[src/rtl/ring_scan_driver.sv]
// rtl/ring_scan_driver.sv - one-hot ring phase to multiplexed 7-segment digit driver with dead-time blanking
module ring_scan_driver #(
    parameter int WIDTH       = 4,
    parameter int DEAD_CYCLES = 2
) (
    input  logic                      clk,
    input  logic                      rstn,
    input  logic [WIDTH-1:0]          ring_in,
    input  logic [4*WIDTH-1:0]        data_in,
    input  logic                      err_clr,
    output logic [WIDTH-1:0]          dig_en,
    output logic [6:0]                seg,
    output logic [$clog2(WIDTH)-1:0]  idx,
    output logic                      active,
    output logic                      err_onehot,
    output logic                      err_seq
);

    localparam int IW  = $clog2(WIDTH);
    localparam int DCW = (DEAD_CYCLES > 1) ? $clog2(DEAD_CYCLES) : 1;

    typedef enum logic [1:0] {
        IDLE  = 2'd0,
        BLANK = 2'd1,
        DRIVE = 2'd2,
        FAULT = 2'd3
    } state_t;

    state_t           state_q, state_d;
    logic [WIDTH-1:0] ring_q, ring_d;
    logic [DCW-1:0]   dcnt_q, dcnt_d;
    logic [WIDTH-1:0] dig_en_q, dig_en_d;
    logic [6:0]       seg_q, seg_d;
    logic [IW-1:0]    idx_q, idx_d;
    logic             err_onehot_q, err_onehot_d;
    logic             err_seq_q, err_seq_d;

    logic             change;
    logic             in_onehot;
    logic [WIDTH-1:0] succ;
    logic             onehot_set;
    logic             seq_set;
    logic [IW-1:0]    cur_idx;
    logic [3:0]       cur_digit;

    // Segment pattern {g,f,e,d,c,b,a} for a hex nibble.
    function automatic logic [6:0] hex7(input logic [3:0] v);
        logic [6:0] s;
        case (v)
            4'h0: s = 7'h3F;
            4'h1: s = 7'h06;
            4'h2: s = 7'h5B;
            4'h3: s = 7'h4F;
            4'h4: s = 7'h66;
            4'h5: s = 7'h6D;
            4'h6: s = 7'h7D;
            4'h7: s = 7'h07;
            4'h8: s = 7'h7F;
            4'h9: s = 7'h6F;
            4'hA: s = 7'h77;
            4'hB: s = 7'h7C;
            4'hC: s = 7'h39;
            4'hD: s = 7'h5E;
            4'hE: s = 7'h79;
            default: s = 7'h71;
        endcase
        return s;
    endfunction

    assign change    = (ring_in != ring_q);
    assign in_onehot = (ring_in != '0) && ((ring_in & (ring_in - 1'b1)) == '0);
    // Upstream ring rotates right: bit 0 wraps to the top.
    assign succ      = {ring_q[0], ring_q[WIDTH-1:1]};

    // Binary index and selected digit of the held phase (ring_q is one-hot whenever it is used).
    always_comb begin
        cur_idx   = '0;
        cur_digit = '0;
        for (int i = 0; i < WIDTH; i++) begin
            if (ring_q[i]) begin
                cur_idx   = cur_idx | IW'(i);
                cur_digit = cur_digit | data_in[4*i +: 4];
            end
        end
    end

    // Next-state logic: phase tracking, dead-time countdown and error detection.
    always_comb begin
        state_d    = state_q;
        ring_d     = ring_q;
        dcnt_d     = dcnt_q;
        onehot_set = 1'b0;
        seq_set    = 1'b0;
        if (change) begin
            ring_d = ring_in;
            if (in_onehot) begin
                state_d = BLANK;
                dcnt_d  = DCW'(DEAD_CYCLES - 1);
                // Only a running scan has a meaningful predecessor to check against.
                if (((state_q == BLANK) || (state_q == DRIVE)) && (ring_in != succ)) begin
                    seq_set = 1'b1;
                end
            end else begin
                state_d    = FAULT;
                dcnt_d     = '0;
                onehot_set = 1'b1;
            end
        end else begin
            case (state_q)
                BLANK: begin
                    if (dcnt_q == '0) begin
                        state_d = DRIVE;
                    end else begin
                        dcnt_d = dcnt_q - 1'b1;
                    end
                end
                default: begin
                end
            endcase
        end
    end

    // Outputs follow the next state so blanking lasts exactly DEAD_CYCLES clocks; set beats clear on flags.
    always_comb begin
        dig_en_d     = '0;
        seg_d        = '0;
        idx_d        = '0;
        err_onehot_d = err_onehot_q;
        err_seq_d    = err_seq_q;
        if (state_d == DRIVE) begin
            dig_en_d = ring_q;
            idx_d    = cur_idx;
            seg_d    = hex7(cur_digit);
        end
        if (err_clr) begin
            err_onehot_d = 1'b0;
            err_seq_d    = 1'b0;
        end
        if (onehot_set) begin
            err_onehot_d = 1'b1;
        end
        if (seq_set) begin
            err_seq_d = 1'b1;
        end
    end

    // State and output registers with asynchronous active-low reset.
    always_ff @(posedge clk or negedge rstn) begin
        if (!rstn) begin
            state_q      <= IDLE;
            ring_q       <= '0;
            dcnt_q       <= '0;
            dig_en_q     <= '0;
            seg_q        <= '0;
            idx_q        <= '0;
            err_onehot_q <= 1'b0;
            err_seq_q    <= 1'b0;
        end else begin
            state_q      <= state_d;
            ring_q       <= ring_d;
            dcnt_q       <= dcnt_d;
            dig_en_q     <= dig_en_d;
            seg_q        <= seg_d;
            idx_q        <= idx_d;
            err_onehot_q <= err_onehot_d;
            err_seq_q    <= err_seq_d;
        end
    end

    assign dig_en     = dig_en_q;
    assign seg        = seg_q;
    assign idx        = idx_q;
    assign active     = (state_q == DRIVE);
    assign err_onehot = err_onehot_q;
    assign err_seq    = err_seq_q;

endmodule

[config.mk]
export PLATFORM = sky130hd
export DESIGN_NAME = ring_scan_driver
export DESIGN_NICKNAME = d
export VERILOG_FILES = /design/src/rtl/ring_scan_driver.sv
export SDC_FILE = /design/constraint.sdc
export NUM_CORES = 1
export LEC_CHECK = 0
export ABC_CLOCK_PERIOD_IN_PS = 4200
export CAP_MARGIN = 20
export CORE_MARGIN = 10
export CORE_UTILIZATION = 50
export CTS_CLUSTER_SIZE = 28
export DETAILED_ROUTE_END_ITERATION = 16
export PLACE_DENSITY_LB_ADDON = 0.08
export SLEW_MARGIN = 20
export SYNTH_ARGS = -nofsm -noshare
export SYNTH_HDL_FRONTEND = slang
export SYNTH_SLANG_ARGS = --single-unit
[constraint.sdc]
create_clock -name clk -period 4.2 [get_ports clk]
set_input_delay 0.84 -clock clk [delete_from_list [all_inputs] [get_ports clk]]
set_output_delay 0.84 -clock clk [all_outputs]
set_load 0.005 [all_outputs]
; ---- Word-level counts from Yosys, hierarchy flattened
; Memories as Yosys holds them, arrays and structs flattened.
; Index checks and enable logic that the tools add are counted.
[totals]
memories = 1
rom_bits = 112
out_inout_bits = 16
word_cells = 54
regBits = 22
[mem_list]
columns = name, words, word_bits, read_ports, rd_clocked_by_memory_dff, write_ports, line
row1 = (name not given), 16, 7, 1, 0, 0, 49  ; case (v)
[op_classes]
n_eq_ne = 5
add_sub_neg = 2
reduce_logical = 8
bitwise_logic = 4
n_mux = 26
[op_table]
columns = operator, n
row1 = $mux W4, 5
row2 = $mux W2, 7
row3 = $mux W1, 13
row4 = $or A4 B4 Y4, 3
row5 = $ne A4 B4 Y1, 2
row6 = $mux W7, 1
row7 = $reduce_bool A2 Y1, 3
row8 = $and A4 B4 Y4, 1
row9 = $eq A2 B2 Y1 const B, 2
row10 = $logic_not A4 Y1, 1
row11 = $reduce_bool A4 Y1, 1
row12 = $sub A4 B1 Y4 const B, 1
row13 = $eq A2 B1 Y1 const B, 1
row14 = $logic_and A1 B1 Y1, 2
row15 = $logic_or A1 B1 Y1, 1
row16 = $sub A1 B1 Y1 const B, 1

; ---- Longest topological paths before layout
; An unclocked memory read counts as a cell.
[logic_depth]
depth_word = 9
mapped_depth = 9
ltp_nobuf = 8

; ---- Worst setup path before layout
; Ideal clock, no wire load.
[synth_timing]
path_kind = in2reg
from = in ring_in[3]
to = reg seg_q[5], in the netlist seg[5]
slack_ps = 2154
t_arrival_ps = 1978
path_stages = 5
setup_ps = 67
required_time_ps = 4133
path_cell_list = clkbuf_1 xor2_1 nor4_4 o21a_2 o221a_1
[synth_between]
elab_chain_len = 8
word_cells_on_any_way = 10
[synth_lines]
columns = item, line
row1 = from (decl), 8  ; input logic [WIDTH-1:0] ring_in,
row2 = $sub A4 B1 Y4, 71  ; assign in_onehot = (ring_in != '0) && ((ring_in & (ring_in - 1'b1)) == '0);
row3 = $and A4 B4 Y4, 71
row4 = $logic_not A4 Y1, 71
row5 = $logic_and A1 B1 Y1, 71
row6 = $mux W2, 96  ; if (in_onehot) begin
row7 = $mux W2 *, 94  ; if (change) begin
row8 = $eq A2 B2 Y1 *, 130  ; if (state_d == DRIVE) begin
row9 = $mux W7 *, 130
row10 = via seg_d[5], 33  ; logic [6:0] seg_q, seg_d;
row11 = to (signal assigned), 163  ; seg_q <= seg_d;
row12 = to (decl), 33
; The timed path passes the listed nets; every way through them passes the cells marked *.
; A chain may end at the register's enable or synchronous reset.

; ---- Final worst setup path
[layout_timing]
from = in ring_in[1]
to = reg seg_q[4], in the netlist seg[4]
; The elaborated chain is that of the path after synthesis.

==> impl_results.md <==
* FF-to-FF path depth at 7
* Crit Path Max Fanout at 8
* Area share of the leading cell type in the synthesized netlist at a little over two fifths
* Worst slew margin at between 30% and 40%
* Final Hold Vio Count at 0
* Synthesized Nets at around 160
* Max capacitance violation total at 0
* DRC Markers at 0
* Leading area contributor after synthesis: dfrtp_1
* RSZ-0062 raised after global routing: false
* Die Width at just over 70 um
* Post-Synthesis Mean Instance Area at between 10 and 15 um2
* Pwr per Cell Area at between 200 and 300 nW/um2
* Top Metal Used: met4
* Startpoint types: input pin
* Switching part of the total at 27.6%
* Vias per cell at approximately 5.5
* Yosys cell types at 40
* Clock skew at ~0.018 ns
* Arr. time, crit path at ~2.6 ns
* # fillers at 202
* CTS resizes at 0
* Post-synthesis cell area at ~1300 um2
* Global-route wire length before repair at around 5.2 mm
* Post-CTS setup buffer count at 0
* IO Port Bufs at 38
* Leak Pwr at 0.745 nW
* Crit end category: flop
* Iter 0 DRT Violations at 44
* Starting Density at a little over half
* Final worst-path cycle share at between 50% and 60%
* Largest net degree at the start of global routing at 23
* Routed Antenna Nets at 0
* Reg-to-reg setup timing slack at 2.29 ns
* Clock Path Buffers at 2
* Yosys reg bits at 22
* Initial antenna violation count at 0
* R2R Path End: seg[4]$_DFF_PN0_
* CTS sink count at 22
* Share of power burned in registers at between 50% and 60%
* Final nets at 190
* WL/cell at roughly 15 um
* Metal3 WL at about 270 um
* Share of cells above drive strength 1 at 5.66%
* Core Region at approximately 2500 um2
* Drt total wl at 2.89 mm
* Die ar. at ~5000 um2
* Metal2 WL at approximately 1.3 mm
* Final worst path period need at around 2.3 ns
* Placed cell areas at approximately 1700 um2
* CTS H-tree depth at 1
* Synthesis Warnings at 0
* Placer Congestion at roughly 0.87
* P&R area growth vs syn at 30.5%
* Synth async-reset ratio at 100%
* Sequential share of the synthesized area at about 42%
* Logic gate share of total power at approximately 24%
* Drt first pass iters at 4
* Die extent in y at 71.0 um
* Vias in the first global route at 1095
* Fmax at about 430 MHz
* Slew Viols, Final at 0
* Inserted Diodes at 0
* Clock power share at 24.8%
* Setup CP Type: input pin to flop
* Hold Path End: err_seq$_DFFE_PN0P_
* Hpwl dp at between 2 and 2.5 mm
* Most frequent cell after synthesis: dfrtp_1
* Crit path required time at ~4.4 ns
* Total power at roughly 0.45 mW
* Io pins at 39
* Wire length on met1 at 1.28 mm
* FF-to-FF Start: ring_q[3]$_DFFE_PN0P_
* Hold depth at 2
* Worst hold path type: flop to flop
* Setup TNS at 0 ns
* CTS Hold Bufs at 0
* Status: complete, no violations
* GRT Total Usage at between 10% and 20%
* Synth Instances at between 100 and 150
* Final non-filler cell area at roughly 1700 um2
* Vias after detailed routing at 1038
* Total grt overflow at 0
* Rows at 18
* Clk_lat worst skew at just over 0.3 ns
* Clk pin slew, worst setup/hold paths at 0.12 ns
* P_int at 0.329 mW
* Root Buffer: clkbuf_4
* Worst Min Path Start: err_seq$_DFFE_PN0P_
* CTS Buf Count at 3
* Tightest Pin Transition at ~0.94 ns
* Synth top cells by count: dfrtp_1 (22), nor2_1 (9), a22oi_1 (8), xor2_1 (8)
* Switching power total at about 0.12 mW
* Synth top area cells: dfrtp_1 (42%), ha_1 (6.7%), xor2_1 (5.4%)
* Number of enable flip-flop cells after synthesis at 0
* Number of setup violations in the final report at 0
* Primary FF master, synth: dfrtp_1
* TritonCTS clock tree: built
* Peak supply drop at between 0.2 and 0.25 mV
-- layer usage --
metal / vias to the layer above / GRT usage [%]
li1: 517 / -
met1: 476 / 14.3
met2: 38 / 19.1
met3: 7 / 5.72
met4: 0 / 3.87
met5: - / 0
-- worst max-delay path, cell delays in order --
cell             delay, ns
clkdlybuf4s50_1       0.51
xor2_1                0.21
nor4_4                0.52
o21a_2                0.28
o221a_1               0.19
-- power by group through the flow --
stage / clock network (mW) / logic [mW] / registers (mW)
finish: 0.113 / 0.110 / 0.230
global route: 0.131 / 0.125 / 0.232
CTS: 0.118 / 0.111 / 0.231
detailed placement: 0 / 0.111 / 0.235
global placement: 0 / 0.110 / 0.234
floorplan: 0 / 0.0699 / 0.229
-- cells by family (layout without fill, tap and decap cells) --
family / after synthesis / in the layout / share of synthesized area (%)
mux: 4 / 4 / 3.17
buf+inv: 17 / 48 / 6.05
xor+xnor: 9 / 9 / 6.05
flops: 22 / 22 / 42.3
fa+ha+maj: 7 / 7 / 6.72
compound gates: 39 / 39 / 23.0
simple gates: 30 / 30 / 12.8
-- area by class of cell --
type                            instances  area (um2)  share of cell area (%)
Clock buffer                            4        36.3                    2.13
Inverter                                6        22.5                    1.32
Multi-Input combinational cell         89         673                    39.6
Sequential cell                        22         551                    32.4
Tap cell                               30        37.5                    2.21
Timing Repair Buffer                   38         380                    22.4
-- per-stage QoR --
stage | hold WS (ns) | std cells | util (%) | setup slack, ns
floorplan | 0.474 | 128 | - | 2.15
global placement | 0.469 | 185 | 67.2 | 1.64
CTS | 0.548 | 189 | 68.6 | 1.89
finish | 0.536 | 189 | 68.6 | 1.88
global route | 0.574 | 189 | 68.6 | 1.79
detailed placement | 0.518 | 185 | 67.2 | 1.58
-- how the worst max path moves through the flow --
stage	startpoint	endpoint	slack (ns)	cells after the start
floorplan	ring_in[3]	seg[5]$_DFF_PN0_	2.15	5
global route	ring_in[0]	seg[4]$_DFF_PN0_	1.79	5
CTS	ring_in[1]	seg[2]$_DFF_PN0_	1.89	5
finish	ring_in[1]	seg[4]$_DFF_PN0_	1.88	5
global placement	ring_in[0]	seg[2]$_DFF_PN0_	1.64	5
detailed placement	ring_in[1]	seg[2]$_DFF_PN0_	1.58	5
-- layout by cell type, fill, tap and decap left out, types with 2 or more instances in the layout --
master	instances
clkbuf_4	3
a22oi_1	8
nand3_1	3
dfrtp_1	22
o221a_1	2
mux2i_1	3
a21oi_1	2
nand2_1	5
o211ai_1	4
inv_1	6
xor2_1	8
clkdlybuf4s50_1	38
and2_1	6
o21ai_0	7
a22o_1	4
ha_1	7
nor2_1	9
-- flip-flops by register name (all words and copies together), names as in the netlist --
register	flops
dig_en	4
err_onehot	1
dcnt_q	1
state_q	2
err_seq	1
ring_q	4
seg	7
idx	2
Power figures use the tool's default switching activity.
